`src/rtl/wb_pkg.sv`:
```
// Shared types for the MEM/WB pipeline stage: write-back selector, load
// funct3 encodings and the packed entry held in the WB register.
package wb_pkg;

    localparam int unsigned XLEN      = 32;
    localparam int unsigned REG_IDX_W = 5;
    localparam int unsigned INSTRET_W = 64;

    typedef enum logic [1:0] {
        WB_ALU  = 2'd0,
        WB_MEM  = 2'd1,
        WB_PC4  = 2'd2,
        WB_RSVD = 2'd3
    } wb_sel_e;

    localparam logic [2:0] LB  = 3'b000;
    localparam logic [2:0] LH  = 3'b001;
    localparam logic [2:0] LW  = 3'b010;
    localparam logic [2:0] LBU = 3'b100;
    localparam logic [2:0] LHU = 3'b101;

    typedef struct packed {
        logic                 valid;
        logic                 reg_write;
        logic [REG_IDX_W-1:0] rd_idx;
        wb_sel_e              wb_sel;
        logic [2:0]           funct3;
        logic [1:0]           addr_lo;
        logic [XLEN-1:0]      alu_result;
        logic [XLEN-1:0]      pc_plus4;
        logic [XLEN-1:0]      mem_rdata;
    } wb_entry_t;

endpackage

```
`src/rtl/mem_wb_stage_if.sv`:
```
// MEM->WB bundle: entry fields and pipeline controls coming from MEM,
// register-file write port and status going out of WB.
//   master : MEM side / bench, drives in_* and stall/flush
//   slave  : the WB stage, drives wr_* / wb_valid / load_fault
interface mem_wb_stage_if;
    import wb_pkg::*;

    logic                 in_valid;
    logic                 stall;
    logic                 flush;
    logic                 in_reg_write;
    logic [REG_IDX_W-1:0] in_rd_idx;
    logic [1:0]           in_wb_sel;
    logic [2:0]           in_funct3;
    logic [XLEN-1:0]      in_alu_result;
    logic [XLEN-1:0]      in_pc_plus4;
    logic [XLEN-1:0]      in_mem_rdata;
    logic [1:0]           in_addr_lo;

    logic                 wr_en;
    logic [REG_IDX_W-1:0] wr_idx;
    logic [XLEN-1:0]      wr_data;
    logic                 wb_valid;
    logic                 load_fault;

    modport master (
        output in_valid, stall, flush, in_reg_write, in_rd_idx, in_wb_sel,
               in_funct3, in_alu_result, in_pc_plus4, in_mem_rdata, in_addr_lo,
        input  wr_en, wr_idx, wr_data, wb_valid, load_fault
    );

    modport slave (
        input  in_valid, stall, flush, in_reg_write, in_rd_idx, in_wb_sel,
               in_funct3, in_alu_result, in_pc_plus4, in_mem_rdata, in_addr_lo,
        output wr_en, wr_idx, wr_data, wb_valid, load_fault
    );

endinterface

```
`src/rtl/load_align.sv`:
```
// Combinational load formatter: selects byte/half from the aligned word,
// sign/zero-extends, and flags misaligned or unsupported load types.
//   funct3, addr_lo, mem_rdata  -> load_data_c, misalign_c, illegal_c
module load_align
    import wb_pkg::*;
(
    input  logic [2:0]      funct3,
    input  logic [1:0]      addr_lo,
    input  logic [XLEN-1:0] mem_rdata,
    output logic [XLEN-1:0] load_data_c,
    output logic            misalign_c,
    output logic            illegal_c
);

    logic [7:0]  byte_v;
    logic [15:0] half_v;

    always_comb begin
        byte_v      = 8'(mem_rdata >> {addr_lo, 3'b000});
        half_v      = 16'(mem_rdata >> {addr_lo[1], 4'b0000});
        load_data_c = '0;
        misalign_c  = 1'b0;
        illegal_c   = 1'b0;
        case (funct3)
            LB:  load_data_c = {{24{byte_v[7]}}, byte_v};
            LBU: load_data_c = {24'h0, byte_v};
            LH: begin
                load_data_c = {{16{half_v[15]}}, half_v};
                misalign_c  = addr_lo[0];
            end
            LHU: begin
                load_data_c = {16'h0, half_v};
                misalign_c  = addr_lo[0];
            end
            LW: begin
                load_data_c = mem_rdata;
                misalign_c  = (addr_lo != 2'b00);
            end
            default: illegal_c = 1'b1;
        endcase
    end

endmodule

```
`src/rtl/mem_wb_stage.sv`:
```
// MEM/WB pipeline register and write-back mux.
//   clk, reset : clock and synchronous active-high reset
//   bus        : mem_wb_stage_if.slave (entry in, register-file write out)
//   instret    : retired-instruction counter, present only when
//                MEM_WB_INSTRET_EN is defined
module mem_wb_stage
    import wb_pkg::*;
(
    input  logic                 clk,
    input  logic                 reset,
`ifdef MEM_WB_INSTRET_EN
    output logic [INSTRET_W-1:0] instret,
`endif
    mem_wb_stage_if.slave        bus
);

    wb_entry_t       entry_q;
    wb_entry_t       entry_d;
    logic [XLEN-1:0] load_data;
    logic            misalign;
    logic            illegal;
    logic            load_fault;

    // Entry update: flush kills validity even under stall, stall holds all.
    always_comb begin
        entry_d = entry_q;
        if (bus.flush) begin
            entry_d.valid = 1'b0;
        end else if (!bus.stall) begin
            entry_d.valid      = bus.in_valid;
            entry_d.reg_write  = bus.in_reg_write;
            entry_d.rd_idx     = bus.in_rd_idx;
            entry_d.wb_sel     = wb_sel_e'(bus.in_wb_sel);
            entry_d.funct3     = bus.in_funct3;
            entry_d.addr_lo    = bus.in_addr_lo;
            entry_d.alu_result = bus.in_alu_result;
            entry_d.pc_plus4   = bus.in_pc_plus4;
            entry_d.mem_rdata  = bus.in_mem_rdata;
        end
    end

    always_ff @(posedge clk) begin
        if (reset) begin
            entry_q <= '0;
        end else begin
            entry_q <= entry_d;
        end
    end

    load_align u_load_align (
        .funct3      (entry_q.funct3),
        .addr_lo     (entry_q.addr_lo),
        .mem_rdata   (entry_q.mem_rdata),
        .load_data_c (load_data),
        .misalign_c  (misalign),
        .illegal_c   (illegal)
    );

    assign load_fault = entry_q.valid && (entry_q.wb_sel == WB_MEM) && (misalign || illegal);

    // Write-back data mux; reserved selector yields zero.
    always_comb begin
        case (entry_q.wb_sel)
            WB_ALU:  bus.wr_data = entry_q.alu_result;
            WB_MEM:  bus.wr_data = load_data;
            WB_PC4:  bus.wr_data = entry_q.pc_plus4;
            default: bus.wr_data = '0;
        endcase
    end

    // Write is suppressed while stalled so a held entry commits only once.
    assign bus.wr_en = entry_q.valid && entry_q.reg_write && (entry_q.rd_idx != '0)
                     && (entry_q.wb_sel != WB_RSVD) && !load_fault && !bus.stall;
    assign bus.wr_idx     = entry_q.rd_idx;
    assign bus.wb_valid   = entry_q.valid;
    assign bus.load_fault = load_fault;

`ifdef MEM_WB_INSTRET_EN
    always_ff @(posedge clk) begin
        if (reset) begin
            instret <= '0;
        end else if (entry_q.valid && !bus.stall && !load_fault) begin
            instret <= instret + INSTRET_W'(1);
        end
    end
`endif

endmodule

```
`src/flat_wrapper.sv`:
```
// flat-port wrapper written by rule: the top's interface ports become plain ports
module mem_wb_stage_flat import wb_pkg::*;
  (clk, reset, bus_in_valid, bus_stall, bus_flush, bus_in_reg_write, bus_in_rd_idx, bus_in_wb_sel, bus_in_funct3, bus_in_alu_result, bus_in_pc_plus4, bus_in_mem_rdata, bus_in_addr_lo, bus_wr_en, bus_wr_idx, bus_wr_data, bus_wb_valid, bus_load_fault);
  mem_wb_stage_if bus_i ();
  input  logic clk;
  input  logic reset;
  input wire logic [$bits(bus_i.in_valid)-1:0] bus_in_valid;
  input wire logic [$bits(bus_i.stall)-1:0] bus_stall;
  input wire logic [$bits(bus_i.flush)-1:0] bus_flush;
  input wire logic [$bits(bus_i.in_reg_write)-1:0] bus_in_reg_write;
  input wire logic [$bits(bus_i.in_rd_idx)-1:0] bus_in_rd_idx;
  input wire logic [$bits(bus_i.in_wb_sel)-1:0] bus_in_wb_sel;
  input wire logic [$bits(bus_i.in_funct3)-1:0] bus_in_funct3;
  input wire logic [$bits(bus_i.in_alu_result)-1:0] bus_in_alu_result;
  input wire logic [$bits(bus_i.in_pc_plus4)-1:0] bus_in_pc_plus4;
  input wire logic [$bits(bus_i.in_mem_rdata)-1:0] bus_in_mem_rdata;
  input wire logic [$bits(bus_i.in_addr_lo)-1:0] bus_in_addr_lo;
  output wire logic [$bits(bus_i.wr_en)-1:0] bus_wr_en;
  output wire logic [$bits(bus_i.wr_idx)-1:0] bus_wr_idx;
  output wire logic [$bits(bus_i.wr_data)-1:0] bus_wr_data;
  output wire logic [$bits(bus_i.wb_valid)-1:0] bus_wb_valid;
  output wire logic [$bits(bus_i.load_fault)-1:0] bus_load_fault;
  assign bus_i.in_valid = bus_in_valid;
  assign bus_i.stall = bus_stall;
  assign bus_i.flush = bus_flush;
  assign bus_i.in_reg_write = bus_in_reg_write;
  assign bus_i.in_rd_idx = bus_in_rd_idx;
  assign bus_i.in_wb_sel = bus_in_wb_sel;
  assign bus_i.in_funct3 = bus_in_funct3;
  assign bus_i.in_alu_result = bus_in_alu_result;
  assign bus_i.in_pc_plus4 = bus_in_pc_plus4;
  assign bus_i.in_mem_rdata = bus_in_mem_rdata;
  assign bus_i.in_addr_lo = bus_in_addr_lo;
  assign bus_wr_en = bus_i.wr_en;
  assign bus_wr_idx = bus_i.wr_idx;
  assign bus_wr_data = bus_i.wr_data;
  assign bus_wb_valid = bus_i.wb_valid;
  assign bus_load_fault = bus_i.load_fault;
  mem_wb_stage u_core (.clk(clk), .reset(reset), .bus(bus_i));
endmodule
```
`config.mk`:
```
export PLATFORM = sky130hd
export DESIGN_NAME = mem_wb_stage_flat
export DESIGN_NICKNAME = d
export VERILOG_FILES = /design/src/rtl/wb_pkg.sv /design/src/rtl/mem_wb_stage_if.sv /design/src/rtl/load_align.sv /design/src/rtl/mem_wb_stage.sv /design/src/flat_wrapper.sv
export SDC_FILE = /design/constraint.sdc
export NUM_CORES = 1
export LEC_CHECK = 0
export ABC_AREA = 1
export BUFFER_PORTS_ARGS = -buffer_cell sky130_fd_sc_hd__buf_2
export CAP_MARGIN = 20
export CORE_MARGIN = 5
export CORE_UTILIZATION = 45
export DETAILED_ROUTE_END_ITERATION = 10
export MAX_ROUTING_LAYER = met4
export PLACE_DENSITY_LB_ADDON = 0.1
export SLEW_MARGIN = 20
export SYNTH_ARGS = -nofsm -noshare
export SYNTH_HDL_FRONTEND = slang
export SYNTH_SLANG_ARGS = --single-unit
```
`constraint.sdc`:
```
create_clock -name clk -period 3.75 [get_ports clk]
set_clock_uncertainty 0.2 [all_clocks]
set_input_delay 0.375 -clock clk [delete_from_list [all_inputs] [get_ports clk]]
set_output_delay 0.375 -clock clk [all_outputs]
set_load 0.03 [all_outputs]
```
Word-level counts from Yosys, hierarchy flattened

Cells that the tools add are included.

ROM bits: 0
Bits in latches: 0
Register bits: 110
Logic and storage cells: 42
RAM bits: 0
Memories: 0

Mux-type cells: 4
Magnitude comparators: 0
Div/mod/pow operators: 0
Equal/unequal tests: 7
Add/sub/neg operators: 0
Reductions and logical operators: 18
$mul: 0
Bitwise operators: 2
Shifts and indexed selects: 2

Operator list:

| kind                                           | number |
|---|---|
| one-hot mux 32 bit (5 select lines)            | 1 |
| one-hot mux 32 bit (3 select lines)            | 1 |
| right shift 32 x 5 -> 16 bit                   | 1 |
| right shift 32 x 5 -> 8 bit                    | 1 |
| logical AND 1 bit                              | 7 |
| == test 3 bit (second input constant)          | 2 |
| nonzero test 5 bit                             | 1 |
| OR reduction 5 bit                             | 1 |
| OR reduction 2 bit                             | 2 |
| == test 3 x 1 -> 1 bit (second input constant) | 1 |
| == test 3 x 2 -> 1 bit (second input constant) | 1 |
| logical NOT 3 bit                              | 1 |
| == test 2 x 1 -> 1 bit (second input constant) | 1 |
| == test 2 bit (second input constant)          | 1 |
| logical NOT 1 bit                              | 2 |
| logical NOT 2 bit                              | 1 |
| != test 2 bit (second input constant)          | 1 |
| NOT 1 bit                                      | 2 |
| one-hot mux 1 bit (2 select lines)             | 1 |
| AND reduction 2 bit                            | 1 |
| nonzero test 2 bit                             | 1 |
| logical OR 1 bit                               | 1 |
| 2-to-1 mux 1 bit                               | 1 |

Depth between registers and ports, before layout

Gate-level depths: netlist of run 1.

Depth after elaboration: 8
Gate-level depth with buffers: 11
Depth with buffers taken out: 9

Hierarchy

From an unflattened synthesis of run 1, not the netlist that was laid out.

Cell total of the unflattened synthesis: 852
Area, all modules: 5514.0 µm²

By module, submodules not included:

| module       | cells each | times used | area an instance (µm²) |
|---|---|---|---|
| mem_wb_stage | 639        | 1          | 4519.3 |
| load_align   | 213        | 1          | 994.7 |

Least setup slack after synthesis of run 1

No wires, ideal clock.

Path type: register to output
From: reg u_core.entry_q[97] (netlist name)
To: out bus_wr_en
Path slack: 1.813 ns
Data arrival time: 1.362 ns
Data required time: 3.175 ns
Cell stages (with the launch flop): 8
Path through: dfxtp_1 buf_4 inv_4 buf_2 nand2_1 nand2_1 nand3_1 a21oi_1

Word-level cells in the longest chain between the ends: 7

RTL lines:

| element                            | line               | RTL |
|---|---|---|
| from (decl)                        | mem_wb_stage.sv:17 | `wb_entry_t entry_q;` |
| from (signal assigned)             | mem_wb_stage.sv:46 | `entry_q <= entry_d;` |
| nonzero test 2 bit                 | load_align.sv:37   | `misalign_c = (addr_lo != 2'b00);` |
| one-hot mux 1 bit (2 select lines) | load_align.sv:24   | `case (funct3)` |
| logical OR 1 bit                   | mem_wb_stage.sv:59 | `assign load_fault = entry_q.valid && (entry_q.wb_sel == WB_MEM) && (misalign \|\| illegal);` |
| logical AND 1 bit                  | mem_wb_stage.sv:59 |  |
| logical NOT 1 bit                  | mem_wb_stage.sv:73 | `&& (entry_q.wb_sel != WB_RSVD) && !load_fault && !bus.stall;` |
| logical AND 1 bit (2 in a row)     | mem_wb_stage.sv:73 |  |
| to (decl)                          | flat_wrapper.sv:18 | `output wire logic [$bits(bus_i.wr_en)-1:0] bus_wr_en;` |

Every way passes these cells.

Worst setup path after layout of run 1

From: reg u_core.entry_q[97] (netlist name)
To: out bus_wr_data[8]

Word-level cells in the longest chain between the ends: 3

RTL lines:

| element                                                                     | line                               | RTL |
|---|---|---|
| right shift 32 x 5 -> 16 bit or right shift 32 x 5 -> 8 bit (tied branches) | load_align.sv:20, load_align.sv:19 |  |
| one-hot mux 32 bit (5 select lines) (*)                                     | load_align.sv:24                   |  |
| one-hot mux 32 bit (3 select lines) (*)                                     | mem_wb_stage.sv:63                 | `case (entry_q.wb_sel)` |
| to (decl)                                                                   | flat_wrapper.sv:20                 | `output wire logic [$bits(bus_i.wr_data)-1:0] bus_wr_data;` |

Mark *: on every way between the ends. The rest lies on a longest branch, timed or not.

==> results of run 1 <==
-- layout make-up --
class / instances / area (um2)
fillers: 1356 / 5780
clock inverters: 4 / 28.8
repair buffers: 162 / 836
multi-input cells: 609 / 2750
well taps: 172 / 215
flip-flops and latches: 110 / 2200
clock buffers: 12 / 267
diodes: 2 / 5.00
inverters: 101 / 384
-- how the worst max path moves through the flow --
stage                     cells past startpoint               start  slack, ns              end
final                                        10  u_core.entry_q[97]       0.81   bus_wr_data[8]
after detailed placement                     10  u_core.entry_q[97]       1.22   bus_wr_data[8]
after floorplan                               7  u_core.entry_q[97]       1.81        bus_wr_en
after global routing                         10  u_core.entry_q[97]       0.59  bus_wr_data[20]
after CTS                                    10  u_core.entry_q[97]       0.84   bus_wr_data[8]
after global placement                       10  u_core.entry_q[97]       1.28  bus_wr_data[22]
-- flip-flops by register name, summed over array words and instances (netlist names) --
| name | flops |
|---|---|
| u_core.entry_q | 104 |
| u_core.bus.wb_valid | 1 |
| u_core.bus.wr_idx | 5 |
-- synth_stat cells, types with 15 or more instances --
cell type	instances
sky130_fd_sc_hd__nand2_1	329
sky130_fd_sc_hd__inv_1	85
sky130_fd_sc_hd__a211oi_1	39
sky130_fd_sc_hd__dfxtp_1	110
sky130_fd_sc_hd__nor2_1	44
sky130_fd_sc_hd__nand3_1	68
sky130_fd_sc_hd__o21ai_0	21
sky130_fd_sc_hd__inv_2	15
sky130_fd_sc_hd__a21oi_1	72
sky130_fd_sc_hd__clkbuf_1	27
sky130_fd_sc_hd__buf_2	24
-- where the power goes --
part	switching (mW)	internal (mW)
combinational	0.330	0.160
clock	0.437	0.507
sequential	0.0402	1.23
total	0.807	1.90
-- per-stage QoR --
| step | utilization | setup slack, ns | area (um2) | hold slack [ns] |
|---|---|---|---|---|
| floorplan | - | 1.81 | 5650 | 0.234 |
| global placement | 0.512 | 1.28 | 6380 | 0.246 |
| detailed placement | 0.512 | 1.22 | 6380 | 0.250 |
| CTS | 0.536 | 0.836 | 6680 | 0.0184 |
| global route | 0.536 | 0.592 | 6680 | 0.0235 |
| finish | 0.536 | 0.809 | 6680 | 0.0310 |
-- per-layer routing --
layer	vias to the layer above	GRT usage	wire length [um]
li1	2985	-	-
met1	2572	0.315	7980
met2	170	0.361	7580
met3	19	0.0548	1140
met4	0	0.0623	318
met5	-	-	0
-- cell families after synthesis --
family / count (synthesis)
and+or+nand+nor: 464
buffers and inverters: 165
AOI/OAI and AO/OA: 145
DFF: 110
-- worst max-delay path, stage by stage, from the launching register on --
cell	delay, ns
sky130_fd_sc_hd__dfxtp_1	0.69
sky130_fd_sc_hd__inv_4	0.19
sky130_fd_sc_hd__nand2_1	0.12
sky130_fd_sc_hd__nand2_2	0.08
sky130_fd_sc_hd__nand2_1	0.06
sky130_fd_sc_hd__nand2_1	0.07
sky130_fd_sc_hd__nand2_2	0.39
sky130_fd_sc_hd__nand2_1	0.12
sky130_fd_sc_hd__nand2_1	0.08
sky130_fd_sc_hd__nand2_1	0.05
sky130_fd_sc_hd__buf_2	0.17
==> out/qor.json, run 1 <==
{
  "synth-main-ff-cell": "sky130_fd_sc_hd__dfxtp_1",
  "place.detailed.hpwl_um": 12100,
  "clk-insertion-delay-late_ns": 0.35,
  "final_period_minus_worst_setup_slack_ns": 2.94,
  "layout.cells.most_common": "sky130_fd_sc_hd__nand2_1",
  "arrival_ns": 2.37,
  "hold_violations": 0,
  "drt_drc_violations_left": 0,
  "final_nets": 1107,
  "cts.sinks": 110,
  "port_buffers": 153,
  "power_per_cell_area_nw_per_um2": 405,
  "total_leakage_power_nw": 3.21,
  "clock_tree_from_tritoncts": "done",
  "ys.warnings.count": 0,
  "synth-compound-area-share": 0.146,
  "synthDominantAreaCellType": "sky130_fd_sc_hd__dfxtp_1",
  "timing.slew.headroom": 0.514,
  "mostFrequentLayoutCells": "sky130_fd_sc_hd__nand2_1, sky130_fd_sc_hd__buf_2, sky130_fd_sc_hd__dfxtp_1",
  "post_synth_xor_area_fraction": 0,
  "clock_pin_slew_of_the_registers_on_the_worst_case_setup_and_hold_paths_ns": 0.07,
  "whs_path_depth": 2,
  "timing.max_cap.violations": 0,
  "layout-area-overhead-vs-synth_pct": 18.2,
  "postSynthCellCount": 884,
  "required_ns": 3.17,
  "multiplexer_share_of_the_synthesized_area": 0,
  "yosys-top-cells-area": "sky130_fd_sc_hd__dfxtp_1, sky130_fd_sc_hd__nand2_1, sky130_fd_sc_hd__a21oi_1",
  "holdBufCountCts": 0,
  "gp_congestion": 0.925,
  "async_flop_share": 0,
  "worst_pin_slew_ns": 0.729,
  "synthDistinctLibCells": 25,
  "vias_per_cell": 4.90,
  "setup-tns-final_ns": 0,
  "die_h_um": 122,
  "dp_cells": 1154,
  "via_count_of_the_first_global_routing_pass": 5457,
  "ios": 154,
  "mappedNetlistArea_um2": 5650,
  "cts-root-buf": "sky130_fd_sc_hd__clkbuf_16",
  "setup_repair_after_global_routing_missed_its_margin": "false",
  "dominant_combinational_cell_family_by_area_after_synthesis": "simple AND/OR/NAND/NOR gates",
  "r2r_start": "u_core.entry_q[97]",
  "part_of_the_cycle_the_worst_path_needs": 0.784,
  "die_width_um": 122,
  "routed_wl_um": 17000,
  "die_area_um2": 14900,
  "reg2reg_depth": 2,
  "h_tree_lvl_count": 3,
  "post_cts.resized_instances": 0,
  "ys_seq_area_frac": 0.389,
  "timing_limited_maximum_frequency_mhz": 340,
  "post_route_cells_drive_above_1_share": 0.216,
  "start_util": 0.454,
  "power.total_mw": 2.70,
  "post-cts-setup-buffer-count": 0,
  "result_of_the_run": "finished, final reports clean",
  "core.rowCount": 41,
  "maxSlewViolCount": 0,
  "yosys.area_share.simple": 0.339,
  "setup.worst_path.end_class": "primary output",
  "grt_first_pass_wirelength_um": 27100,
  "setup.reg_to_reg.worst_slack_ns": 2.34,
  "synth_adder_area_share": 0,
  "gr-total-overflow": 0,
  "cts_max_path_buffers": 2,
  "holdCritStartpoint": "bus_flush",
  "post_synth.cell_area_avg_um2": 6.40,
  "detail_route.first_pass.iterations": 5,
  "cp-start-kind": "register",
  "wl_per_cell_um": 14.5,
  "critical_path.max_fanout": 24,
  "path_class": "reg -> out",
  "final_cells": 1172,
  "worstReg2RegEnd": "u_core.entry_q[97]",
  "grt_antenna_before_repair": 1,
  "synthesis.nets": 998,
  "core_area_um2": 12500,
  "drt_first_iter_violations": 467,
  "synth-seq-cells": 110,
  "timing.final.setup_violations": 0,
  "worst_ir_drop_vdd_uv": 313,
  "hold_class": "in -> reg",
  "synth_enable_flop_cells": 0,
  "grt_max_degree": 73,
  "holdPathEnd": "u_core.bus.wb_valid",
  "synth.top_cell.area_share": 0.389,
  "postRouteAntennaNets": 0,
  "cts_inserted_buffers": 9,
  "global_router_s_overall_resource_usage": 0.236,
  "vias": 5746
}
Power figures use the tool's default switching activity.
==> run 2: changes to the inputs <==
==> constraint.sdc (replaced) <==
create_clock -name clk -period 3 [get_ports clk]
set_clock_uncertainty 0.2 [all_clocks]
set_input_delay 0.3 -clock clk [delete_from_list [all_inputs] [get_ports clk]]
set_output_delay 0.3 -clock clk [all_outputs]
set_load 0.03 [all_outputs]
==> run 2 against run 1 <==
  * Routed wire length grew 2.2%
  * Die area did not move
  * Via count grew 3.8%
  * Count of clock-buffer cells in the layout grew 1
  * Final cell count rose by 4.2%
  * Non-clock buffer count increased by 51
  * Critical path depth shrank 2
  * Utilization grew 4.2 points
  * First-iteration DRC count shrank 22%
  * Global-route usage increased by 0.57 points
  * Critical path type unchanged
  * Largest cell class unchanged
==> out/qor.json, run 2 (synthesis gave the netlist of run 1 again) <==
{
  "wl_per_cell": {"value": 14.2, "unit": "um", "change": "-1.9%"},
  "timing.max_cap.violations": {"value": 0, "change": "unchanged"},
  "postRouteAntennaNets": {"value": 0, "change": "unchanged"},
  "worst_ir_drop_vdd": {"value": 368, "unit": "uV", "change": "+18%"},
  "grt_first_pass_wirelength": {"value": 27700, "unit": "um", "change": "+2.5%"},
  "dr_wl_met2": {"value": 8110, "unit": "um", "change": "+7.1%"},
  "ios": {"value": 154, "change": "unchanged"},
  "setup.worst_path.end_class": "primary output",
  "cp-start-kind": "register",
  "required": {"value": 2.50, "unit": "ns", "change": "-0.67 ns"},
  "global_router_s_overall_resource_usage": {"value": 0.241, "change": "+0.00573"},
  "met1_length": {"value": 7850, "unit": "um", "change": "-1.6%"},
  "power_per_cell_area": {"value": 480, "unit": "nW/um2", "change": "+19%"},
  "setup.reg_to_reg.worst_slack": {"value": 1.65, "unit": "ns", "change": "-0.69 ns"},
  "timing.final.setup_violations": {"value": 0, "change": "unchanged"},
  "cp-endpoint": "bus_wr_data[10]",
  "cts.sinks": {"value": 110, "change": "unchanged"},
  "timing_limited_maximum_frequency_mhz": 400,
  "maxSlewViolCount": {"value": 0, "change": "unchanged"},
  "layout.cells.most_common": "sky130_fd_sc_hd__nand2_1",
  "critical_path_cell_by_cell": "nor2_4 > nand3_1 > nand2_1 > inv_2 > nand2_1 > nand2_1 > nand2_1 > buf_2",
  "die_h": {"value": 122, "unit": "um", "change": "unchanged"},
  "drt_drc_violations_left": {"value": 0, "change": "unchanged"},
  "worstReg2RegEnd": "u_core.entry_q[101]",
  "detail_route.first_pass.iterations": {"value": 6, "change": "+1"},
  "hold_violations": {"value": 0, "change": "unchanged"},
  "largest_reg_flops": {"value": 104, "change": "unchanged"},
  "vias": {"value": 5965, "change": "+3.8%"},
  "cp_dominant_cell_by_count": "sky130_fd_sc_hd__nand2_1",
  "grt_antenna_before_repair": {"value": 0, "change": "-1"},
  "worstPathBufferInverterCount": {"value": 2, "change": "unchanged"},
  "mostFrequentLayoutCells": "sky130_fd_sc_hd__nand2_1, sky130_fd_sc_hd__buf_2, sky130_fd_sc_hd__dfxtp_1",
  "hold_class": "in -> reg",
  "slack_of_the_critical_path": {"value": 0.498, "unit": "ns", "change": "-0.312 ns"},
  "cts_max_path_buffers": {"value": 2, "change": "unchanged"},
  "gr-total-overflow": {"value": 0, "change": "unchanged"},
  "arrival": {"value": 2.00, "unit": "ns", "change": "-0.37 ns"},
  "routed_wl": {"value": 17400, "unit": "um", "change": "+2.2%"},
  "part_of_the_cycle_the_worst_path_needs": 0.834,
  "post_cts.resized_instances": {"value": 0, "change": "unchanged"},
  "cts-root-buf": "sky130_fd_sc_hd__clkbuf_16",
  "largest_register": "u_core.entry_q",
  "final_nets": {"value": 1158, "change": "+4.6%"},
  "worst_pin_slew": {"value": 0.709, "unit": "ns", "change": "-0.0202 ns"},
  "port_buffers": {"value": 153, "change": "unchanged"},
  "place.detailed.hpwl": {"value": 12000, "unit": "um", "change": "-0.77%"},
  "critical_path.max_fanout": {"value": 25, "change": "+4.2%"},
  "crit_path_max_incr_delay": {"value": 0.50, "unit": "ns", "change": "-0.19 ns"},
  "r2r_start": "u_core.entry_q[101]",
  "post_route_cells_drive_above_1_share": {"value": 0.204, "change": "-0.0124"},
  "cpMaxStageDelayCell": "sky130_fd_sc_hd__nor2_4",
  "result_of_the_run": "finished, final reports clean",
  "vias_per_cell": {"value": 4.89, "change": "-0.35%"},
  "critical_path.startpoint": "u_core.entry_q[100]",
  "core_area": {"value": 12500, "unit": "um2", "change": "unchanged"},
  "clk-insertion-delay-late": {"value": 0.35, "unit": "ns", "change": "about the same"},
  "gp_congestion": {"value": 0.932, "change": "+0.79%"},
  "setup-tns-final": {"value": 0, "unit": "ns", "change": "unchanged"},
  "cts_inserted_buffers": {"value": 9, "change": "unchanged"},
  "critical-path-top-delay-family": "simple AND/OR/NAND/NOR gates",
  "post-cts-setup-buffer-count": {"value": 0, "change": "unchanged"},
  "timing.slew.headroom": {"value": 0.527, "change": "+0.0134"},
  "h_tree_lvl_count": {"value": 3, "change": "unchanged"},
  "grt_max_degree": {"value": 71, "change": "-2.7%"},
  "cp.depth": {"value": 8, "change": "-2"},
  "dpl_worst_slack": {"value": 0.856, "unit": "ns", "change": "-0.366 ns"},
  "start_util": {"value": 0.454, "change": "unchanged"},
  "die_width": {"value": 122, "unit": "um", "change": "unchanged"},
  "met3_length": {"value": 1040, "unit": "um", "change": "-9.4%"},
  "clock_tree_from_tritoncts": "done",
  "final_period_minus_worst_setup_slack_ns": 2.50,
  "n_antenna_cell": {"value": 0, "change": "-2"},
  "path_class": "reg -> out",
  "setup_repair_after_global_routing_missed_its_margin": "false",
  "via_count_of_the_first_global_routing_pass": {"value": 5802, "change": "+6.3%"},
  "core.rowCount": {"value": 41, "change": "unchanged"},
  "total_leakage_power": {"value": 3.43, "unit": "nW", "change": "+7.1%"},
  "layout-area-overhead-vs-synth_pct": 27.5,
  "route.top_layer_used": "met4",
  "drt_first_iter_violations": {"value": 364, "change": "-22%"},
  "die_area": {"value": 14900, "unit": "um2", "change": "unchanged"},
  "reg2reg_depth": {"value": 3, "change": "+1"},
  "clock_pin_slew_of_the_registers_on_the_worst_case_setup_and_hold_paths": {"value": 0.07, "unit": "ns", "change": "about the same"}
}
-- run 2: layout make-up --
type	count	area, um2
Sequential cell	110	2200
Clock inverter	3	43.8
Fill cell	1324	5260
Clock buffer	13	250
Inverter	101	384
Timing Repair Buffer	213	1370
Tap cell	172	215
Multi-Input combinational cell	609	2750
-- run 2: stage by stage --
stage	std cells	hold slack [ns]	utilization	total power, mW	cell area, um2
2_1_floorplan	884	0.178	-	2.04	5650
3_3_place_gp	1156	0.245	0.515	2.24	6420
3_5_place_dp	1156	0.250	0.515	2.24	6420
4_1_cts	1221	0.0000979	0.578	3.49	7210
5_1_grt	1221	0.00836	0.578	3.62	7210
6_report	1221	0.0104	0.578	3.46	7210
-- run 2: timing repair --
action	4_1_cts	5_1_grt
endpoints found under the hold margin	49	0
hold buffers	49	0
setup endpoints to repair	0	0
-- run 2: report_power, final --
group	internal, mW	switching (mW)
sequential	1.54	0.0520
clock	0.672	0.528
combinational	0.247	0.423
-- run 2: worst min-delay path by stage --
stage               slack [ns]                 start  cells past startpoint             endpoint
floorplan                 0.18             bus_flush                      1  u_core.bus.wb_valid
global placement          0.24    u_core.entry_q[80]                      2   u_core.entry_q[80]
detailed placement        0.25    u_core.entry_q[73]                      2   u_core.entry_q[73]
CTS                     0.0001    bus_in_pc_plus4[7]                      3   u_core.entry_q[39]
global route             0.008  bus_in_mem_rdata[21]                      3   u_core.entry_q[21]
finish                    0.01  bus_in_mem_rdata[21]                      3   u_core.entry_q[21]
-- run 2: worst reg2reg max path, delay by kind of cell (launching register included) --
kind            cells  cell delay [ns]
flops               1             0.34
buf+inv             2             0.55
compound gates      1             0.12
-- run 2: per-layer routing --
| layer | vias to the layer above | track usage |
|---|---|---|
| li1 | 3088 | - |
| met5 | - | - |
| met3 | 37 | 0.0529 |
| met2 | 195 | 0.391 |
| met1 | 2645 | 0.302 |
| met4 | 0 | 0.0749 |
==> run 3: changes to the inputs <==
--- a/config.mk
+++ b/config.mk
@@ -5,7 +5,7 @@
 export SDC_FILE = /design/constraint.sdc
 export NUM_CORES = 1
 export LEC_CHECK = 0
-export ABC_AREA = 1
+export ABC_AREA = 0
 export BUFFER_PORTS_ARGS = -buffer_cell sky130_fd_sc_hd__buf_2
 export CAP_MARGIN = 20
 export CORE_MARGIN = 5
==> constraint.sdc (replaced) <==
create_clock -name clk -period 2.34 [get_ports clk]
set_clock_uncertainty 0.2 [all_clocks]
set_input_delay 0.234 -clock clk [delete_from_list [all_inputs] [get_ports clk]]
set_output_delay 0.234 -clock clk [all_outputs]
set_load 0.03 [all_outputs]
==> run 3 against run 2 <==
  * The run now ends with negative setup slack left
  * Flip-flop and latch count stayed put
  * Synthesized cell count is 25% lower
  * Combinational power is 29% higher
  * Die area is 8.9% lower
  * Power is 35% higher
  * Critical path depth is 2 lower
  * Register-to-register slack worse by 0.76 ns
  * Sequential share of layout area is 2.4 points lower
  * First-iteration DRC count is 32% higher
  * Largest cell class unchanged
  * Highest routed layer unchanged
==> out/qor.json, run 3 <==
{
  "setup_repair_after_global_routing_missed_its_margin": "true",
  "synthesis.nets": {"value": 781, "change": "-22%"},
  "layout-area-overhead-vs-synth_pct": 54.1,
  "worst_pin_slew": {"value": 0.448, "unit": "ns", "change": "-0.261 ns"},
  "vias_per_cell": {"value": 5.35, "change": "+9.5%"},
  "critical_path_cell_by_cell": "buf_8 > or3b_4 > nor2_4 > a221oi_1 > a21oi_1 > buf_4",
  "part_of_the_cycle_the_worst_path_needs": 1.01,
  "mostFrequentLayoutCells": "sky130_fd_sc_hd__nand2_1, sky130_fd_sc_hd__buf_2, sky130_fd_sc_hd__a21oi_1",
  "multi_input_area": {"value": 2720, "unit": "um2", "change": "-1.0%"},
  "worst_ir_drop_vdd": {"value": 632, "unit": "uV", "change": "+72%"},
  "ys.warnings.count": {"value": 0, "change": "unchanged"},
  "synth.top_cell.area_share": {"value": 0.431, "change": "+0.0418"},
  "cts_max_path_buffers": {"value": 2, "change": "unchanged"},
  "placedInstanceArea": {"value": 6020, "unit": "um2", "change": "-6.3%"},
  "dpl_worst_slack": {"value": 0.183, "unit": "ns", "change": "-0.673 ns"},
  "cts-root-buf": "sky130_fd_sc_hd__clkbuf_16",
  "synth-main-ff-cell": "sky130_fd_sc_hd__dfxtp_1",
  "die_h": {"value": 117, "unit": "um", "change": "-4.6%"},
  "drt_drc_violations_left": {"value": 0, "change": "unchanged"},
  "layout.cells.most_common": "sky130_fd_sc_hd__nand2_1",
  "vias": {"value": 5673, "change": "-4.9%"},
  "holdCritStartpoint": "bus_stall",
  "crit_path_max_incr_delay": {"value": 0.45, "unit": "ns", "change": "-0.05 ns"},
  "ios": {"value": 154, "change": "unchanged"},
  "clk-insertion-delay-late": {"value": 0.35, "unit": "ns", "change": "about the same"},
  "largest_register": "u_core.entry_q",
  "cpMaxStageDelayCell": "sky130_fd_sc_hd__or3b_4",
  "gr-total-overflow": {"value": 0, "change": "unchanged"},
  "synthDominantAreaCellType": "sky130_fd_sc_hd__dfxtp_1",
  "timing.max_cap.violations": {"value": 0, "change": "unchanged"},
  "synthDistinctLibCells": {"value": 41, "change": "+64%"},
  "timing_limited_maximum_frequency_mhz": 424,
  "hold_class": "in -> reg",
  "place.detailed.hpwl": {"value": 11500, "unit": "um", "change": "-4.7%"},
  "final_cells": {"value": 1060, "change": "-13%"},
  "setup.worst_path.end_class": "primary output",
  "cts.sinks": {"value": 110, "change": "unchanged"},
  "timing.slew.headroom": {"value": 0.701, "change": "+0.174"},
  "final_nets": {"value": 1026, "change": "-11%"},
  "power_per_cell_area": {"value": 592, "unit": "nW/um2", "change": "+23%"},
  "maxSlewViolCount": {"value": 0, "change": "unchanged"},
  "ys_seq_area_frac": {"value": 0.431, "change": "+0.0418"},
  "final_period_minus_worst_setup_slack_ns": 2.36,
  "cp-start-kind": "register",
  "routed_wl": {"value": 17800, "unit": "um", "change": "+2.3%"},
  "grt_max_degree": {"value": 53, "change": "-25%"},
  "post-synth-top-count-cell": "sky130_fd_sc_hd__nand2_1",
  "global_router_s_overall_resource_usage": {"value": 0.262, "change": "+0.0207"},
  "clock_tree_from_tritoncts": "done",
  "core.rowCount": {"value": 39, "change": "-4.9%"},
  "postSynthCellCount": {"value": 667, "change": "-25%"},
  "ff_latch_area": {"value": 2220, "unit": "um2", "change": "+0.68%"},
  "die_width": {"value": 117, "unit": "um", "change": "-4.6%"},
  "critical_path.startpoint": "u_core.entry_q[99]",
  "synth-seq-cells": {"value": 110, "change": "unchanged"},
  "port_buffers": {"value": 153, "change": "unchanged"},
  "yosys-top-cells-area": "sky130_fd_sc_hd__dfxtp_1, sky130_fd_sc_hd__nand2_1, sky130_fd_sc_hd__a21oi_1",
  "result_of_the_run": "finished with violations",
  "slack_of_the_critical_path": {"value": -0.0175, "unit": "ns", "change": "-0.515 ns"},
  "async_flop_share": {"value": 0, "change": "unchanged"},
  "drt_first_iter_violations": {"value": 481, "change": "+32%"},
  "cts_inserted_buffers": {"value": 9, "change": "unchanged"},
  "timing.final.setup_violations": {"value": 2, "change": "+2"},
  "total_leakage_power": {"value": 3.07, "unit": "nW", "change": "-11%"},
  "detail_route.first_pass.iterations": {"value": 5, "change": "-1"},
  "postRouteAntennaNets": {"value": 0, "change": "unchanged"},
  "critical_path.max_fanout": {"value": 5, "change": "-80%"},
  "setup-tns-final": {"value": -0.0318, "unit": "ns", "change": "-0.0318 ns"},
  "mappedNetlistArea": {"value": 5110, "unit": "um2", "change": "-9.7%"},
  "via_count_of_the_first_global_routing_pass": {"value": 5462, "change": "-5.9%"},
  "n_antenna_cell": {"value": 0, "change": "unchanged"},
  "h_tree_lvl_count": {"value": 3, "change": "unchanged"},
  "r2r_start": "u_core.bus.wb_valid",
  "wl_per_cell": {"value": 16.8, "unit": "um", "change": "+18%"},
  "core_area": {"value": 11300, "unit": "um2", "change": "-9.6%"},
  "path_class": "reg -> out",
  "fin_hold_ws": {"value": 0.0795, "unit": "ns", "change": "+0.0691 ns"},
  "grt_first_pass_wirelength": {"value": 27000, "unit": "um", "change": "-2.5%"},
  "clock_pin_slew_of_the_registers_on_the_worst_case_setup_and_hold_paths": {"value": 0.07, "unit": "ns", "change": "about the same"},
  "gp_congestion": {"value": 0.952, "change": "+2.1%"},
  "largest_reg_flops": {"value": 104, "change": "unchanged"},
  "fin_util": {"value": 0.698, "change": "+0.120"},
  "post_route_cell_area": {"value": 7870, "unit": "um2", "change": "+9.2%"},
  "synth_enable_flop_cells": {"value": 0, "change": "unchanged"},
  "synth_common_cells": "sky130_fd_sc_hd__nand2_1, sky130_fd_sc_hd__a21oi_1, sky130_fd_sc_hd__dfxtp_1",
  "die_area": {"value": 13600, "unit": "um2", "change": "-8.9%"},
  "dp_cells": {"value": 927, "change": "-20%"},
  "hold_violations": {"value": 0, "change": "unchanged"},
  "required": {"value": 1.91, "unit": "ns", "change": "-0.59 ns"},
  "power.total": {"value": 4.66, "unit": "mW", "change": "+35%"},
  "post_route_cells_drive_above_1_share": {"value": 0.275, "change": "+0.0708"},
  "violations_in_the_final_reports": "negative setup slack",
  "arrival": {"value": 1.92, "unit": "ns", "change": "-0.08 ns"},
  "fill_cells": {"value": 889, "change": "-33%"},
  "start_util": {"value": 0.453, "change": "-0.000587"},
  "grt_antenna_before_repair": {"value": 0, "change": "unchanged"},
  "post_synth.cell_area_avg": {"value": 7.66, "unit": "um2", "change": "+20%"}
}
==> run 3: cell types whose count changed in the layout (fill, tap and decap cells not counted), moves of 13 or more <==
cell / delta
sky130_fd_sc_hd__inv_2: -14
sky130_fd_sc_hd__buf_6: +17
sky130_fd_sc_hd__nand2_1: -102
sky130_fd_sc_hd__a21oi_1: +41
sky130_fd_sc_hd__nand3_1: -65
sky130_fd_sc_hd__o221ai_2: +15
sky130_fd_sc_hd__inv_1: -60
sky130_fd_sc_hd__buf_4: +13
sky130_fd_sc_hd__dlygate4sd3_1: +62
sky130_fd_sc_hd__nor2_1: -41
sky130_fd_sc_hd__buf_2: -22
sky130_fd_sc_hd__a211oi_1: -39
sky130_fd_sc_hd__mux2i_1: +28
==> run 3: worst max-delay path: cells and delay by family (launching register included) <==
| family | cells | cell delay (ns) |
|---|---|---|
| DFF | 1 | 0.37 |
| buffers and inverters | 2 | 0.34 |
| and+or+nand+nor | 2 | 0.55 |
| AOI/OAI and AO/OA | 2 | 0.32 |
==> run 3: kinds of logic after synthesis <==
logic type	share of synthesized area
muxes	0.0610
AOI/OAI and AO/OA	0.233
and+or+nand+nor	0.203
buffers and inverters	0.0723
DFF	0.431
==> run 3: final cells by class <==
cell class	instances	area share
Inverter	25	0.0119
Multi-Input combinational cell	475	0.345
Timing Repair Buffer	291	0.294
Clock buffer	10	0.0304
Clock inverter	6	0.0138
Tap cell	143	0.0227
Sequential cell	110	0.282
==> run 3: routing by layer <==
| metal | vias to the layer above | wire length, um | track usage |
|---|---|---|---|
| li1 | 2736 | - | - |
| met1 | 2646 | 7440 | 0.329 |
| met2 | 249 | 8460 | 0.424 |
| met3 | 42 | 1360 | 0.0487 |
| met4 | 0 | 528 | 0.0913 |
| met5 | - | 0 | - |
==> run 3: path summary, 6_finish.rpt <==
check / end / slack (ns) / cells past startpoint
worst min-delay path: u_core.bus.wr_idx[4] / 0.08 / 4
worst min register to register: u_core.entry_q[92] / 0.26 / 2
worst max-delay path: bus_wr_data[0] / -0.02 / 6
worst max register to register: u_core.bus.wb_valid / 0.89 / 3
==> run 3: repair_timing <==
action,4_1_cts,5_1_grt
gates resized for setup,27,62
hold buffers,111,0
cloned,0,1
pin swaps,3,7
endpoints found under the hold margin,110,0
setup buffers,0,5
setup endpoints to repair,32,31
==> run 3: where the power goes <==
part	internal (mW)	switching, mW
logic	0.414	0.450
registers	1.96	0.0728
clock network	1.07	0.691
total	3.44	1.21
